[src/rtl/bird_pixel_gen.sv]
// bird_pixel_gen: Flappy Bird bird physics, IDLE/FLY/DEAD control and registered pixel colour.
module bird_pixel_gen #(
  parameter int BIRD_X = 160,
  parameter int BIRD_SIZE = 16,
  parameter int START_Y = 232,
  parameter int GROUND_Y = 440,
  parameter int GRAVITY = 1,
  parameter int FLAP_V = 8,
  parameter int MAX_FALL = 12,
  parameter int V_REFRESH = 481,
  parameter logic [2:0] SKY_COLOR = 3'b011,
  parameter logic [2:0] BIRD_COLOR = 3'b110,
  parameter logic [2:0] GROUND_COLOR = 3'b010
) (
  input  logic       clk,
  input  logic       reset,
  input  logic       p_tick,
  input  logic       video_on,
  input  logic [9:0] pixel_x,
  input  logic [9:0] pixel_y,
  input  logic       flap,
  output logic [2:0] rgb,
  output logic [9:0] bird_y,
  output logic       dead
);
  localparam logic [1:0] IDLE = 2'd0, FLY = 2'd1, DEAD = 2'd2;
  localparam logic signed [5:0] FLAP_VEL = 6'(-FLAP_V);
  localparam logic signed [5:0] MAX_VEL = 6'(MAX_FALL);
  localparam logic signed [5:0] GRAV = 6'(GRAVITY);
  localparam logic signed [10:0] SIZE_S = 11'(BIRD_SIZE);
  localparam logic signed [10:0] GROUND_S = 11'(GROUND_Y);
  logic [1:0] state, state_n;
  logic signed [5:0] vel, vel_n, vel_inc;
  logic signed [10:0] next_y;
  logic [9:0] bird_y_n;
  logic flap_s1, flap_s2, flap_d, flap_edge, flap_pend, flap_now, refr_tick, in_bird;
  logic [2:0] rgb_n;
  assign refr_tick = p_tick && pixel_x == 10'd0 && pixel_y == 10'(V_REFRESH);
  assign flap_edge = flap_s2 & ~flap_d;
  // an edge arriving on the tick cycle itself still counts for that tick
  assign flap_now = flap_pend | flap_edge;
  assign vel_inc = vel + GRAV;
  assign next_y = $signed({1'b0, bird_y}) + $signed({{5{vel[5]}}, vel});
  assign dead = state == DEAD;
  always_comb begin
    state_n = state;
    vel_n = vel;
    bird_y_n = bird_y;
    if (refr_tick) begin
      if (state == IDLE) begin
        state_n = flap_now ? FLY : IDLE;
        vel_n = flap_now ? FLAP_VEL : vel;
      end else if (state == FLY) begin
        vel_n = flap_now ? FLAP_VEL : (vel_inc > MAX_VEL ? MAX_VEL : vel_inc);
        if (next_y + SIZE_S > GROUND_S) begin
          bird_y_n = 10'(GROUND_Y - BIRD_SIZE);
          vel_n = '0;
          state_n = DEAD;
        end else begin
          bird_y_n = next_y < 0 ? 10'd0 : next_y[9:0];
        end
      end else if (state == DEAD) begin
        state_n = flap_now ? IDLE : DEAD;
        bird_y_n = flap_now ? 10'(START_Y) : bird_y;
        vel_n = flap_now ? 6'sd0 : vel;
      end else begin
        state_n = IDLE;
      end
    end
  end
  assign in_bird = pixel_x >= 10'(BIRD_X) && pixel_x < 10'(BIRD_X + BIRD_SIZE) &&
                   pixel_y >= bird_y && {1'b0, pixel_y} < {1'b0, bird_y} + 11'(BIRD_SIZE);
  assign rgb_n = !video_on ? 3'b000 : in_bird ? BIRD_COLOR :
                 pixel_y >= 10'(GROUND_Y) ? GROUND_COLOR : SKY_COLOR;
  always_ff @(posedge clk or posedge reset) begin
    if (reset) begin
      rgb <= 3'b000;
      bird_y <= 10'(START_Y);
      vel <= '0;
      state <= IDLE;
      flap_s1 <= 1'b0;
      flap_s2 <= 1'b0;
      flap_d <= 1'b0;
      flap_pend <= 1'b0;
    end else begin
      rgb <= rgb_n;
      bird_y <= bird_y_n;
      vel <= vel_n;
      state <= state_n;
      flap_s1 <= flap;
      flap_s2 <= flap_s1;
      flap_d <= flap_s2;
      flap_pend <= refr_tick ? 1'b0 : flap_pend | flap_edge;
    end
  end
endmodule

[config.mk]
export PLATFORM = sky130hd
export DESIGN_NAME = bird_pixel_gen
export DESIGN_NICKNAME = d
export VERILOG_FILES = /design/src/rtl/bird_pixel_gen.sv
export SDC_FILE = /design/constraint.sdc
export NUM_CORES = 1
export LEC_CHECK = 0
export ABC_AREA = 1
export BUFFER_PORTS_ARGS = -buffer_cell sky130_fd_sc_hd__buf_2
export CAP_MARGIN = 40
export CORE_MARGIN = 8
export CORE_UTILIZATION = 53
export DETAILED_ROUTE_END_ITERATION = 16
export PLACE_DENSITY = 0.82
export SYNTH_ARGS = -nofsm -noshare
export SYNTH_HDL_FRONTEND = slang
export SYNTH_SLANG_ARGS = --single-unit
[constraint.sdc]
create_clock -name clk -period 2.3 [get_ports clk]
set_input_delay 0 -clock clk [delete_from_list [all_inputs] [get_ports clk]]
set_output_delay 0 -clock clk [all_outputs]
set_load 0.05 [all_outputs]
# Yosys cells after proc, flatten, opt, wreduce, memory -nomap -nowiden

Cells that the tools add are included.

Order comparisons: 8
Reductions and logical operators: 13
Bitwise logic cells: 4
Shifts and indexed selects: 0
Multiplexer cells: 23
$mul: 0
Eq/ne operators: 5
Add/sub/neg operators: 4
Divide/modulo/power cells: 0

Operator list:

| operator                                                                      | count |
|---|---|
| 10-bit two-way mux                                                            | 5 |
| 6-bit two-way mux                                                             | 8 |
| 10-bit by 5-bit adder with 11-bit output, second input constant               | 1 |
| 11-bit by 6-bit adder with 11-bit output                                      | 1 |
| 11-bit by 6-bit adder with 11-bit output, second input constant               | 1 |
| 11-bit by 10-bit > comparator with 1-bit output, second input constant        | 1 |
| 10-bit by 11-bit less-than comparator with 1-bit output                       | 1 |
| 11-bit by 1-bit less-than comparator with 1-bit output, second input constant | 1 |
| 10-bit by 9-bit == test with 1-bit output, second input constant              | 1 |
| 10-bit >= comparator                                                          | 1 |
| 10-bit by 8-bit >= comparator with 1-bit output, second input constant        | 1 |
| 10-bit by 9-bit >= comparator with 1-bit output, second input constant        | 1 |
| 10-bit logical NOT                                                            | 1 |
| 10-bit by 8-bit less-than comparator with 1-bit output, second input constant | 1 |
| 2-bit two-way mux                                                             | 5 |
| 4-bit AND reduction                                                           | 2 |
| 6-bit by 2-bit adder with 6-bit output, second input constant                 | 1 |
| 6-bit by 5-bit > comparator with 1-bit output, second input constant          | 1 |
| 3-bit two-way mux                                                             | 2 |
| 1-bit logical AND                                                             | 5 |
| 2-bit nonzero test                                                            | 2 |
| 1-bit two-way mux                                                             | 3 |
| 3-bit by 2-bit != test with 1-bit output, second input constant               | 1 |
| 3-bit nonzero test                                                            | 1 |
| 8 further kinds                                                               | 9 |

Output and inout port bits: 14
Bits in writable memories: 0
Input bits: 25
Bits in latches: 0
Bits in registers: 25
Memories: 0
Logic and storage cells: 65
Bits in read-only memories: 0

# Logic depth before layout (Yosys ltp)

Gate-level depths: netlist (run 1).

Word-level depth: 7
Mapped depth: 20
Mapped depth without buffers: 20

# Worst setup path after synthesis (run 1)

OpenSTA, ideal clock, no wires.

Path kind: register to register
From: reg bird_y[0]
To: reg vel[5]
Stages on the path, launching flop included: 20
Path slack: -0.452 ns
Arrival: 2.626 ns
Period minus slack after synthesis: 2.752 ns
Buffers on the path: 0
Required time: 2.174 ns
Setup time: 0.126 ns
Cell sequence: dfrtp_1 ha_1 fa_1 nand2_1 nand2_2 nand2_1 nand2_1 nand2_2 inv_1 ha_1 nand2_1 o2111ai_1 nand3_1 nand2_2 nand2_2 nand2_8 nand2_4 nand2_2 nand2_1 o21ai_2

Cells in the longest elaborated chain, start to end: 6

Ends and longest elaborated chain:

| item                                            | RTL line | source |
|---|---|---|
| start, declared                                 | 23       | `output logic [9:0] bird_y,` |
| start signal, assigned                          | 78       | `bird_y <= 10'(START_Y);` |
| start signal, assigned                          | 87       | `bird_y <= bird_y_n;` |
| 11-bit by 6-bit adder with 11-bit output        | 43       | `assign next_y = $signed({1'b0, bird_y}) + $signed({{5{vel[5]}}, vel});` |
| 11-bit by 6-bit adder with 11-bit output        | 55       | `if (next_y + SIZE_S > GROUND_S) begin` |
| 11-bit by 10-bit > comparator with 1-bit output | 55       |  |
| 6-bit two-way mux                               | 55       |  |
| 6-bit two-way mux                               | 53       | `end else if (state == FLY) begin` |
| 6-bit two-way mux                               | 50       | `if (state == IDLE) begin` |
| end signal, assigned                            | 88       | `vel <= vel_n;` |
| end, declared                                   | 33       | `logic signed [5:0] vel, vel_n, vel_inc;` |

No other way between the ends.
A chain may end at the register's enable or synchronous reset.

# Final worst setup path (run 1)

From: reg vel[0]
To: reg vel[5]

Cells in the longest elaborated chain, start to end: 7
Elaborated cells on any way between the ends: 10
Those cells by class: 3 x add/sub; 2 x order compare; 5 x mux

Ends and longest elaborated chain:

| item                                                                             | RTL line |
|---|---|
| branches (longest 4 deep; another with 11-bit by 6-bit adder with 11-bit output) | n/a |
| 6-bit two-way mux *                                                              | 55 |
| 6-bit two-way mux *                                                              | 53 |
| 6-bit two-way mux *                                                              | 50 |

Every way passes the cells marked *.

==> metrics.txt, run 1 <==
Total Routing Usage GR=0.213; cell area after placement=around 3600 um^2; CP Max Fanout=5; post-route minimum period=roughly 2.5 ns; share of cells above drive strength 1=0.392; reg-to-reg critical path endpoint=vel[5]; NetSw=about 0.00023 W; worst skew pair latency=~0.28 ns; reg-to-reg slack, setup=-0.16 ns; TritonCTS clock tree=built; Post-Syn Area=between 2000 and 3000 um^2; Vias/cell=roughly 5.4; Max Cap Viol=0; YS warnings=0; CORE AREA=5140 um^2; Hold Path Depth=4; CTS Root Cell=clkbuf_8; VDD IR-drop max=~0.00028 V; max_slew headroom=0.461; die height=about 89 um; Sw Ratio=0.274; clock-pin slew reported for the worst setup and hold paths after clock tree synthesis=approximately 0.10 ns; DRT Wirelength=about 8500 um; Final setup viols=18; Pwr Total=~0.00085 W; DR pass1 iterations=6; Synth Register Bits=25; CP Capture Type=flop; worst reg-to-reg path cell count=19; largest net degree at the start of global routing=21; vias in the first global route=2,967; Area Overhead vs Synth=37.7%; clk buf depth=2; Min-Delay Path Class=input port to flop; Synth Net Count=469; IO Pins=39; count of clock tree sinks=25; antenna diode count=0; CP required=~2.5 ns; 1st-iter DRT viols=173; Int Power=slightly above 0.0006 W; critical path class=flop to flop; die outline width=89.3 um; Post-Syn Instances=around 400; initial antenna violation count=0; worst hold endpoint=rgb[2]; most frequent cells in the layout=82 x nand2_1, 62 x inv_1, 45 x buf_4, 38 x buf_2, 31 x nor2_1; via count=about 3,100; Initial Util=0.553; sequential share of power=0.525; H-tree depth=1; drt drc=0; Post-synth EDFFs=0; Final Cycle Share=1.07; Leakage=approximately 2 nW; routability cong.=~0.97; wire length of the first global-routing pass=roughly 13,000 um; startpoint types=flop; GRT Residual Overflow=0; Final Hold Viols=0; sequential area share after synthesis=0.222; Rows=26; # port buffers=38; Hold Crit Start=pixel_x[6]; actual slew at the worst max-slew pin=0.807 ns; total die area=approximately 8000 um^2; nets@finish=565; clock skew=0.00744 ns; final slew viol count=0; count of cell types in the netlist=42; combinational share of power=0.134; PwrDens=~220 nW/um^2; Critical Path AT=roughly 2.6 ns; Clock power frac=0.341; RSZ-0062 raised after global routing=true; Num CTS Buffers=3; DP HPWL=approximately 6600 um; Mean Syn Cell Area=roughly 7.0 um^2; fin area=around 4000 um^2; outcome=finished with violations; commonest non-fill, non-tap cell in the layout=nand2_1; asr flop ratio synth=1.00; most common flop cell mapped by yosys=dfrtp_1; WL per Instance=approximately 15 um; Routed Antenna Nets=0; final setup margin=-0.158 ns; failing checks=setup timing; f_max=407 MHz; Worst R2R Start=vel[0]
[state kept, by name, indices dropped and copies added, names as in the netlist]
name       count
bird_y        10
flap_d         1
flap_pend      1
flap_s1        1
flap_s2        1
rgb            3
state          2
vel            6
[timing repair]
item,CTS,global route
pin swaps,3,13
gates cloned,1,0
gates resized for setup,21,30
endpoints found under the hold margin,19,0
hold buffers,4,0
setup endpoints to repair,18,20
buffers inserted,1,4
[routing by layer]
metal / wire (um) / GRT usage / vias up
met4: 221 / 0.0650 / 0
met5: 0 / 0 / -
li1: - / - / 1536
met3: 362 / 0.0322 / 21
met1: 3540 / 0.258 / 1456
met2: 4330 / 0.376 / 96
[cell usage after synthesis (4+ instances only)]
| cell | number | area, um^2 |
|---|---|---|
| ha_1 | 36 | 450 |
| xor2_1 | 8 | 70.1 |
| dfrtp_1 | 21 | 526 |
| nand2_1 | 93 | 349 |
| nand2_2 | 17 | 106 |
| inv_2 | 4 | 15.0 |
| inv_1 | 65 | 244 |
| nand3_1 | 32 | 160 |
| nor2_1 | 32 | 120 |
| nand3_2 | 6 | 60.1 |
| o21ai_0 | 13 | 65.1 |
| nand2_4 | 5 | 56.3 |
| dfstp_2 | 4 | 105 |
| nor4_1 | 8 | 50.1 |
| nand4_1 | 8 | 50.1 |
| a21oi_1 | 17 | 85.1 |
| nor3_1 | 5 | 25.0 |
[power by group through the flow]
| stage | combinational [W] | clock, W | sequential (W) |
|---|---|---|---|
| 3_3_place_gp | 0.0000975 | 0 | 0.000454 |
| 5_1_grt | 0.000125 | 0.000304 | 0.000446 |
| 4_1_cts | 0.000109 | 0.000290 | 0.000445 |
| 6_report | 0.000114 | 0.000289 | 0.000445 |
| 2_1_floorplan | 0.0000476 | 0 | 0.000460 |
| 3_5_place_dp | 0.000101 | 0 | 0.000454 |
[per-stage QoR]
stage,worst slack [ns],setup TNS [ns],hold slack (ns),std cells,util
floorplan,-0.171,-1.73,0.0241,407,-
global placement,-0.0745,-0.452,0.112,558,0.695
detailed placement,-0.157,-1.64,0.112,558,0.695
CTS,-0.143,-1.42,0.0447,568,0.728
global route,-0.305,-4.54,0.0555,572,0.762
finish,-0.158,-1.86,0.0513,572,0.762
[cell families (layout without fill, tap and decap cells)]
family / Yosys count / after routing / share of synthesized area
AO/OA/AOI/OAI: 43 / 43 / 0.0889
XOR/XNOR: 9 / 9 / 0.0277
adder cells (fa/ha/maj): 37 / 37 / 0.165
buffers and inverters: 70 / 164 / 0.0933
flip-flops: 25 / 25 / 0.222
AND/OR/NAND/NOR: 223 / 224 / 0.403
[area by class of cell]
| cell class | count | area (um^2) |
|---|---|---|
| inverters | 70 | 270 |
| fillers | 373 | 1220 |
| multi-input cells | 313 | 2260 |
| flip-flops and latches | 25 | 641 |
| clock inverters | 1 | 8.76 |
| repair buffers | 90 | 611 |
| well taps | 70 | 87.6 |
| clock buffers | 3 | 41.3 |
[critical path, cell delays in order (launching register included)]
cell and delay [ns]:
dfrtp_1 0.43, ha_4 0.18, fa_2 0.34, nand2_2 0.09, nand2_4 0.07, nand2_2 0.07
nand2_2 0.06, nand2_4 0.12, inv_4 0.05, ha_4 0.15, nand2_2 0.07, o2111ai_2 0.11
nand3_2 0.13, nand2_4 0.08, nand2_8 0.10, nand2_8 0.08, nand2_4 0.07, nand2_4 0.05
nand2_2 0.07, o21ai_2 0.05
[how the worst max path moves through the flow]
stage | end | slack (ns) | depth (start not counted) | start
CTS | vel[2] | -0.14 | 18 | bird_y[0]
floorplan | vel[5] | -0.17 | 19 | bird_y[0]
finish | vel[5] | -0.16 | 19 | vel[0]
global route | vel[5] | -0.30 | 17 | vel[1]
global placement | vel[3] | -0.07 | 18 | bird_y[3]
detailed placement | vel[5] | -0.16 | 20 | bird_y[3]
(Power assumes the default switching activity.)
==> run 2, diff against run 1 <==
Settings changed: CORE_UTILIZATION 53 to 59, PLACE_DENSITY 0.82 to 0.87, REMOVE_ABC_BUFFERS set to 1.
Clock period 2.3 ns to 2.6 ns, I/O delays scaled along.
==> run 2 against run 1 <==
Against the previous run: the flow now finishes without violations; register-to-register slack improved by 0.16 ns; utilization decreased by 0.36 points; flip-flop and latch count unchanged; critical path depth unchanged; final cell count decreased by 7.0%; critical path type unchanged.
==> metrics.txt, run 2 (synthesized netlist as in run 1, its figures left out) <==
outcome=completed; TritonCTS clock tree=built; initial antenna violation count=0 (unchanged); fin area=3560 um^2 (-9.1%); largest registers=bird_y (10), vel (6), rgb (3); CP required=2.77 ns (+0.30 ns); actual slew at the worst max-slew pin=0.526 ns (-0.281 ns); drt drc=0 (unchanged); GRT Residual Overflow=0 (unchanged); routability cong.=0.960 (-1.1%); die outline width=85.4 um (-4.3%); Sw Ratio=0.260 (-0.0133); DRT Wirelength=8100 um (-4.3%); Leakage=1.89 nW (-6.7%); PwrDens=206 nW/um^2 (-4.9%); Vias/cell=5.77 (+6.1%); share of cells above drive strength 1=0.310 (-0.0828); Initial Util=0.606 (+0.0528); max_slew headroom=0.648 (+0.187); count of clock tree sinks=25 (unchanged); Rows=25 (-3.8%); critical path cell sequence=ha_2 > fa_2 > nand2_1 > nand2_2 > nand2_1 > nand2_1 > nand2_2 > inv_2 > ha_2 > nand2_2 > o2111ai_2 > nand3_1 > nand2_2 > nand2_4 > nand2_8 > nand2_4 > nand2_4 > nand2_2 > o21ai_2; Min-Delay Path Class=input port to flop; worst skew pair latency=0.27 ns (about the same); Routed Antenna Nets=0 (unchanged); final slew viol count=0 (unchanged); nets@finish=541 (-4.2%); Setup TNS=0 ns (+1.86 ns); startpoint types=flop; reg-to-reg slack, setup=0.006 ns (+0.16 ns); number of flip-flops in the largest register=10 (unchanged); VDD IR-drop max=0.000242 V (-12%); FILL cells=333 (-11%); Max Cap Viol=0 (unchanged); Final setup viols=0 (-18); IO Pins=39 (unchanged); CP max stage delay=0.41 ns (-0.02 ns); most used cell, CP=nand2_2; Area Overhead vs Synth=25.1%; # port buffers=38 (unchanged); via count=3,067 (-1.4%); CORE AREA=4690 um^2 (-8.7%); Final Hold Viols=0 (unchanged); Int Power=0.000543 W (-12%); clk buf depth=2 (unchanged); clock-pin slew reported for the worst setup and hold paths after clock tree synthesis=0.09 ns (about the same); 1st-iter DRT viols=212 (+23%); Total Routing Usage GR=0.210 (-0.00317); sequential share of power=0.537 (+0.012); clock skew=0.00521 ns (-0.00224 ns); H-tree depth=1 (unchanged); Num CTS Buffers=3 (unchanged); RSZ-0062 raised after global routing=true; f_max=385 MHz (-5.3%); Critical Path AT=2.77 ns (+0.14 ns); WL per Instance=15.2 um (+2.9%); critical path class=flop to flop; CP max stage cell=dfrtp_1; DR pass1 iterations=5 (-1); CTS Root Cell=clkbuf_8; NetSw=0.000191 W (-18%); Final Cycle Share=0.998 (-0.0709); wire length of the first global-routing pass=12,700 um (-5.2%); vias in the first global route=2,871 (-3.2%); largest register by flop count=bird_y; total die area=7300 um^2 (-8.4%); most frequent cells in the layout=89 x nand2_1, 64 x inv_1, 38 x buf_2, 32 x nor2_1, 29 x nand3_1; die height=85.4 um (-4.3%); combinational share of power=0.136 (+0.002); DP HPWL=6080 um (-7.2%); antenna diode count=0 (unchanged); Hold WS=0.0472 ns (-0.00406 ns); Clock power frac=0.327 (-0.014); commonest non-fill, non-tap cell in the layout=nand2_1; cell area after placement=3230 um^2 (-9.6%); CP Capture Type=flop; Pwr Total=0.000733 W (-14%); CP Max Fanout=5 (unchanged); post-route minimum period=2.59 ns (+0.136 ns); largest net degree at the start of global routing=23 (+9.5%)
run 2: cell count changes in the layout (fill, tap and decap cells not counted), sizes merged:
cell      before  now
buf           86   62
clkinvlp       0    1
inv           71   70
run 2: per-stage QoR:
step	setup slack [ns]	util	std cells
global placement	0.0488	0.682	512
detailed placement	-0.0231	0.688	513
CTS	0.00392	0.707	521
floorplan	-0.152	-	407
finish	0.00552	0.758	532
global route	-0.146	0.758	532
run 2: path summary, 6_finish.rpt:
check | from | end | cells after the start
min in group asynchronous | reset | rgb[0] | 3
hold reg to reg | flap_s1 | flap_s2 | 0
setup / recovery | vel[0] | state[0] | 19
max in group asynchronous | reset | bird_y[3] | 4
hold / removal | pixel_y[9] | rgb[0] | 4
setup reg to reg | vel[0] | state[0] | 19
run 2: power by group through the flow:
stage / Combinational (W) / Sequential [W] / Clock (W)
after CTS: 0.0000978 / 0.000394 / 0.000241
final: 0.0000997 / 0.000394 / 0.000240
after global placement: 0.0000849 / 0.000401 / 0
after global routing: 0.000112 / 0.000395 / 0.000259
after floorplan: 0.0000421 / 0.000407 / 0
after detailed placement: 0.0000926 / 0.000401 / 0
run 2: timing repair:
item                                    in CTS  in global routing
pin swaps                                    0                 10
setup buffers                                0                 10
resized for setup                            1                 33
endpoints found under the setup margin       5                 18
hold endpoints to repair                    24                  0
gates cloned                                 0                  1
hold buffers                                 4                  0
run 2: final cells by class:
type | instances | area (um^2) | share of cell area
repair buffers | 66 | 430 | 0.121
flip-flops and latches | 25 | 637 | 0.179
multi-input cells | 313 | 2110 | 0.592
clock buffers | 3 | 41.3 | 0.0116
well taps | 54 | 67.6 | 0.0190
clock inverters | 1 | 7.51 | 0.00211
inverters | 70 | 268 | 0.0753
run 2: worst max-delay path: cells and delay by family (launching register included):
kind / cells / cell delay, ns
adder cells (fa/ha/maj): 3 / 0.72
flip-flops: 1 / 0.41
AO/OA/AOI/OAI: 2 / 0.16
buffers and inverters: 1 / 0.05
AND/OR/NAND/NOR: 13 / 1.15
run 2: routing by layer:
layer,part of all wire,GRT usage
met3,0.062,0.0290
met5,0,0
met4,0.038,0.0653
met2,0.49,0.376
met1,0.41,0.250
